File: src/rtl/fetch_pkg.sv
// Purpose: shared types and constants for the instruction fetch controller.
// Latency: n/a (declarations only).
// Backpressure: n/a.
package fetch_pkg;

  // Instruction byte layout: {op[3:0], imm[3:0]}
  localparam int INSTR_W = 8;
  localparam int OP_MSB  = 7;
  localparam int OP_LSB  = 4;
  localparam int IMM_MSB = 3;
  localparam int IMM_LSB = 0;
  localparam int ADDR_W  = 8;

  // Opcode that stops fetching unless overridden at instantiation
  localparam logic [3:0] DEF_HALT_OP = 4'hF;

  typedef enum logic [2:0] {
    S_IDLE  = 3'd0,
    S_REQ   = 3'd1,
    S_ISSUE = 3'd2,
    S_HALT  = 3'd3,
    S_ERR   = 3'd4
  } state_e;

  // Extract the opcode field of an instruction byte
  function automatic logic [3:0] op_of(input logic [INSTR_W-1:0] ins);
    return ins[OP_MSB:OP_LSB];
  endfunction

endpackage

File: src/rtl/fetch_ctrl_if.sv
// Purpose: core/memory-side signal bundle of the fetch controller.
// Latency: n/a (wiring only).
// Backpressure: memory stalls via mem_ack; core is paced by core_en pulses.
interface fetch_ctrl_if;
  import fetch_pkg::*;

  logic               run;
  logic [ADDR_W-1:0]  pc;
  logic               mem_req;
  logic [ADDR_W-1:0]  mem_addr;
  logic               mem_ack;
  logic [INSTR_W-1:0] mem_rdata;
  logic [INSTR_W-1:0] input_ins;
  logic               core_en;
  logic               halted;
  logic               err;

  // Fetch controller side
  modport master (
    input  run, pc, mem_ack, mem_rdata,
    output mem_req, mem_addr, input_ins, core_en, halted, err
  );

  // Core + instruction memory side
  modport slave (
    output run, pc, mem_ack, mem_rdata,
    input  mem_req, mem_addr, input_ins, core_en, halted, err
  );

endinterface

File: src/rtl/fetch_timer.sv
// Purpose: counts cycles spent waiting for a memory ack (FETCH_TIMEOUT_EN builds only).
// Latency: expired is combinational on the ACK_TIMEOUT-th enabled cycle.
// Backpressure: none; clear has priority over counting.
`ifdef FETCH_TIMEOUT_EN
module fetch_timer #(
  parameter int ACK_TIMEOUT = 15
) (
  input  logic clk,
  input  logic CLB,
  input  logic clear,
  input  logic enable,
  output logic expired
);

  logic [7:0] cnt;

  // expired marks the last allowed waiting cycle, so the request is held
  // for exactly ACK_TIMEOUT cycles before the owner gives up
  assign expired = enable && (cnt == 8'(ACK_TIMEOUT - 1));

  // Count enabled cycles; saturate once expired so the value never wraps
  always_ff @(posedge clk or negedge CLB) begin
    if (!CLB) begin
      cnt <= 8'd0;
    end else if (clear) begin
      cnt <= 8'd0;
    end else if (enable && !expired) begin
      cnt <= cnt + 8'd1;
    end
  end

endmodule
`endif

File: src/rtl/fetch_ctrl.sv
// Purpose: fetches one instruction byte per request and issues it to the core; optional ack timeout via FETCH_TIMEOUT_EN.
// Latency: 1 cycle REQ (zero-wait ack) + 1 cycle ISSUE -> one instruction per 2 cycles.
// Backpressure: mem_req held with stable address until mem_ack; run only gates starting a new request.
module fetch_ctrl
  import fetch_pkg::*;
#(
  parameter int         ACK_TIMEOUT = 15,
  parameter logic [3:0] HALT_OP     = DEF_HALT_OP
) (
  input  logic         clk,
  input  logic         CLB,
  fetch_ctrl_if.master bus
);

  localparam logic [2:0] IDLE  = S_IDLE;
  localparam logic [2:0] REQ   = S_REQ;
  localparam logic [2:0] ISSUE = S_ISSUE;
  localparam logic [2:0] HALT  = S_HALT;
`ifdef FETCH_TIMEOUT_EN
  localparam logic [2:0] ERR   = S_ERR;
`endif

  logic [2:0]         state_q, state_d;
  logic [INSTR_W-1:0] ins_q, ins_d;
  logic               mem_req_q;
  logic               core_en_q;
  logic               halted_q;

  // The address is the core's pc; the core keeps it stable while not issuing
  assign bus.mem_addr  = bus.pc;
  assign bus.mem_req   = mem_req_q;
  assign bus.input_ins = ins_q;
  assign bus.core_en   = core_en_q;
  assign bus.halted    = halted_q;

`ifdef FETCH_TIMEOUT_EN
  logic tmr_expired;
  logic err_q;

  // Counter runs only while a request is outstanding and restarts on every new request
  fetch_timer #(
    .ACK_TIMEOUT (ACK_TIMEOUT)
  ) u_timer (
    .clk     (clk),
    .CLB     (CLB),
    .clear   (state_q != REQ),
    .enable  (state_q == REQ),
    .expired (tmr_expired)
  );

  assign bus.err = err_q;
`else
  assign bus.err = 1'b0;
`endif

  // Next-state decode; input_ins only loads on the edge that samples mem_ack in REQ
  always_comb begin
    state_d = state_q;
    ins_d   = ins_q;
    case (state_q)
      IDLE: begin
        if (bus.run) state_d = REQ;
      end
      REQ: begin
        // An ack on the final allowed cycle still wins over the timeout
        if (bus.mem_ack) begin
          state_d = ISSUE;
          ins_d   = bus.mem_rdata;
        end
`ifdef FETCH_TIMEOUT_EN
        else if (tmr_expired) begin
          state_d = ERR;
        end
`endif
      end
      ISSUE: begin
        // The halt instruction has already been issued by the time we stop
        if (op_of(ins_q) == HALT_OP) state_d = HALT;
        else if (bus.run)            state_d = REQ;
        else                         state_d = IDLE;
      end
      HALT: begin
        if (!bus.run) state_d = IDLE;
      end
`ifdef FETCH_TIMEOUT_EN
      ERR: begin
        state_d = ERR;
      end
`endif
      default: begin
        state_d = IDLE;
      end
    endcase
  end

  // Register state and outputs decoded from the next state so all outputs are flops
  always_ff @(posedge clk or negedge CLB) begin
    if (!CLB) begin
      state_q   <= IDLE;
      ins_q     <= '0;
      mem_req_q <= 1'b0;
      core_en_q <= 1'b0;
      halted_q  <= 1'b0;
    end else begin
      state_q   <= state_d;
      ins_q     <= ins_d;
      mem_req_q <= (state_d == REQ);
      core_en_q <= (state_d == ISSUE);
      halted_q  <= (state_d == HALT);
    end
  end

`ifdef FETCH_TIMEOUT_EN
  // Sticky error flag; ERR has no exit other than reset
  always_ff @(posedge clk or negedge CLB) begin
    if (!CLB) begin
      err_q <= 1'b0;
    end else begin
      err_q <= (state_d == ERR);
    end
  end
`endif

endmodule

File: src/flat_wrapper.sv
// flat-port wrapper written by rule: the top's interface ports become plain ports
module fetch_ctrl_flat import fetch_pkg::*;
#(
  parameter int         ACK_TIMEOUT = 15,
  parameter logic [3:0] HALT_OP     = DEF_HALT_OP
)
  (clk, CLB, bus_run, bus_pc, bus_mem_ack, bus_mem_rdata, bus_mem_req, bus_mem_addr, bus_input_ins, bus_core_en, bus_halted, bus_err);
  fetch_ctrl_if bus_i ();
  input  logic clk;
  input  logic CLB;
  input wire logic [$bits(bus_i.run)-1:0] bus_run;
  input wire logic [$bits(bus_i.pc)-1:0] bus_pc;
  input wire logic [$bits(bus_i.mem_ack)-1:0] bus_mem_ack;
  input wire logic [$bits(bus_i.mem_rdata)-1:0] bus_mem_rdata;
  output wire logic [$bits(bus_i.mem_req)-1:0] bus_mem_req;
  output wire logic [$bits(bus_i.mem_addr)-1:0] bus_mem_addr;
  output wire logic [$bits(bus_i.input_ins)-1:0] bus_input_ins;
  output wire logic [$bits(bus_i.core_en)-1:0] bus_core_en;
  output wire logic [$bits(bus_i.halted)-1:0] bus_halted;
  output wire logic [$bits(bus_i.err)-1:0] bus_err;
  assign bus_i.run = bus_run;
  assign bus_i.pc = bus_pc;
  assign bus_i.mem_ack = bus_mem_ack;
  assign bus_i.mem_rdata = bus_mem_rdata;
  assign bus_mem_req = bus_i.mem_req;
  assign bus_mem_addr = bus_i.mem_addr;
  assign bus_input_ins = bus_i.input_ins;
  assign bus_core_en = bus_i.core_en;
  assign bus_halted = bus_i.halted;
  assign bus_err = bus_i.err;
  fetch_ctrl #(.ACK_TIMEOUT(ACK_TIMEOUT), .HALT_OP(HALT_OP)) u_core (.clk(clk), .CLB(CLB), .bus(bus_i));
endmodule
File: config.mk
export PLATFORM = sky130hd
export DESIGN_NAME = fetch_ctrl_flat
export DESIGN_NICKNAME = d
export VERILOG_FILES = /design/src/rtl/fetch_pkg.sv /design/src/rtl/fetch_ctrl_if.sv /design/src/rtl/fetch_timer.sv /design/src/rtl/fetch_ctrl.sv /design/src/flat_wrapper.sv
export SDC_FILE = /design/constraint.sdc
export NUM_CORES = 1
export LEC_CHECK = 0
export CORE_UTILIZATION = 37
export DETAILED_ROUTE_END_ITERATION = 16
export PLACE_DENSITY_LB_ADDON = 0.12
export SETUP_SLACK_MARGIN = 0.02
export SYNTH_ARGS = -nofsm -noshare
export SYNTH_HDL_FRONTEND = slang
export SYNTH_SLANG_ARGS = --single-unit
File: constraint.sdc
create_clock -name clk -period 3.4 [get_ports clk]
set_input_delay 0.85 -clock clk [delete_from_list [all_inputs] [get_ports clk]]
set_output_delay 0.85 -clock clk [all_outputs]
set_load 0.005 [all_outputs]
==> impl_metrics.ini <==
[status]
status = completed

[timing]
worst_slack_ns = 1.17
setup_violations = 0
worst_slew_pin_slew_ns = 0.682
tns_ns = 0
fin_crit_ns = 2.23
holdWs_ns = 0.510
post-route-period-util_pct = 65.6
drv_slew = 0
timing.fmax_ghz = 0.448
rsz0062_at_grt = false
finalHoldViolCount = 0
fin_skew_ns = 0.00342
max_slew_margin_pct = 54.5

[placed_design]
dp_slack_ns = 0.832
globalplace.congestion = 0.683
io_buffers = 22
dp_hpwl_um = 754

[clocking]
clock_sinks = 14
cts_buffer_depth = 2
h-tree-depth = 1
cts-resized-gates = 0
clk_latency_ns = 0.28
clk_pin_slew_ns = 0.07
postCtsSetupRepairBufs = 0
cts_buffers = 3
postCtsHoldBufs = 0
cts-root-buf = clkbuf_4
cts_tree = yes

[setup_path]
critPathSlowestCell = nor4bb_4
crit_chain = clkdlybuf4s50_1 -> nor4bb_4 -> mux2_2
max_stage_delay_ns = 0.66
critPathBufInv = 1
start_kind = primary input
cpLargestDelayFamily = simple AND/OR/NAND/NOR gates
crit_type = primary input to flop
cp.required_ns = 3.57
endpoint_kind = flop
path_max_fanout = 11
cp.arrival_ns = 2.40

[logic_synthesis]
syn_inst = 44
syn_area_um2 = 616
synthTopCellsByArea = dfrtp_1, mux2_2, buf_4
synth_top_cell_area_share_pct = 56.9
yosysWarningCount = 0
syn_avg_cell_area_um2 = 14.0
netlist-cell-type-count = 16
synth.largest_area_cell = dfrtp_1
ys_seq_area_share_pct = 56.9
ys_ff_latch = 14

[grt]
grt_start_max_net_pins = 15
grt_pass1_wl_um = 1680
antenna_found_initial = 0
gr-total-overflow = 0
globalRouteTotalUtil_pct = 13.1
grt_pass1_vias = 373

[drt]
ant_nets = 0
viasPerCell = 5.04
drt_iter0_markers = 0
wl_per_cell_um = 13.2
wirelength_um = 1020
via_count = 388
drc_errors = 0
firstDrtPassIters = 1

[die]
io_pins = 40
die_w_um = 42.8
initial_core_util_pct = 40.4
fp.coreArea_um2 = 1520
die_height_um = 42.8
die-area_um2 = 1830
num_rows = 14

[hold_path]
hold_class = flop to flop

[layout]
nets = 82
antennaDiodeCount = 0
layout-drive-gt1-share_pct = 23.0
area_delta_synth_final_pct = 32.7
layout_common_cells = clkdlybuf4s50_1, dfrtp_1, mux2_2, clkbuf_4, conb_1
final_common_cell = clkdlybuf4s50_1

[power]
ir_drop_v = 0.000275
power.density_nw_per_um2 = 538
leakage_nw = 0.342

[flow_run]
max_cap_violations = 0
## cells in the mapped netlist
cell type,number
or2_2,1
nor4bb_4,1
o21ai_0,1
o22ai_1,1
nand2b_1,1
nand4b_1,1
conb_1,1
buf_4,9
mux2_2,8
nor3b_1,1
nand4bb_1,1
dfrtp_1,14
buf_6,1
nand3_1,1
nor4_1,1
a21oi_1,1
## logic make-up (layout without fill, tap and decap cells)
family	after synthesis	after routing	synth area share (%)
buffers and inverters	10	26	12.8
AND/OR/NAND/NOR	8	8	12.4
other	1	2	0.609
AO/OA/AOI/OAI	3	3	2.64
multiplexers	8	8	14.6
flip-flops	14	14	56.9
## per-stage QoR
step	cell area [um^2]	util, %	cells	power (mW)
detailed placement	781	51.2	73	0.328
global route	817	53.6	77	0.466
floorplan	619	-	45	0.260
finish	817	53.6	77	0.439
CTS	817	53.6	77	0.447
global placement	781	51.2	73	0.328
## layer usage
layer  share of wire (%)  GRT usage (%)
met1                  38           15.1
met2                  47           17.3
met3                  11           8.94
met4                 4.7           8.75
met5                   0              0
## path summary, 6_finish.rpt
kind / cells after the start / slack [ns] / to / from
max: 3 / 1.17 / u_core.bus.input_ins[3] / bus_mem_ack
min: 1 / 0.51 / u_core.bus.input_ins[2] / u_core.bus.input_ins[2]
max reg2reg: 2 / 1.77 / u_core.bus.input_ins[3] / u_core.state_q[2]
min reg2reg: 1 / 0.51 / u_core.bus.input_ins[2] / u_core.bus.input_ins[2]
max in group asynchronous: 1 / 2.08 / u_core.bus.input_ins[2] / CLB
min in group asynchronous: 1 / 0.94 / u_core.bus.core_en / CLB
## flip-flops by register name, indices dropped and copies added, names as in the netlist
signal	flops
u_core.bus.input_ins	8
u_core.state_q	3
u_core.bus.mem_req	1
u_core.bus.core_en	1
u_core.bus.halted	1
## final cells by class
cell class | instances | area, um^2
timing repair buffer | 22 | 220
tap | 16 | 20.0
clock buffer | 4 | 36.3
fill | 144 | 707
multi-input combinational | 21 | 190
sequential | 14 | 350
## report_power, final
group          switching, mW  total [mW]  internal, mW
combinational         0.0275       0.108        0.0805
clock                 0.0508       0.116        0.0652
sequential            0.0193       0.215         0.196
(Power assumes the default switching activity.)
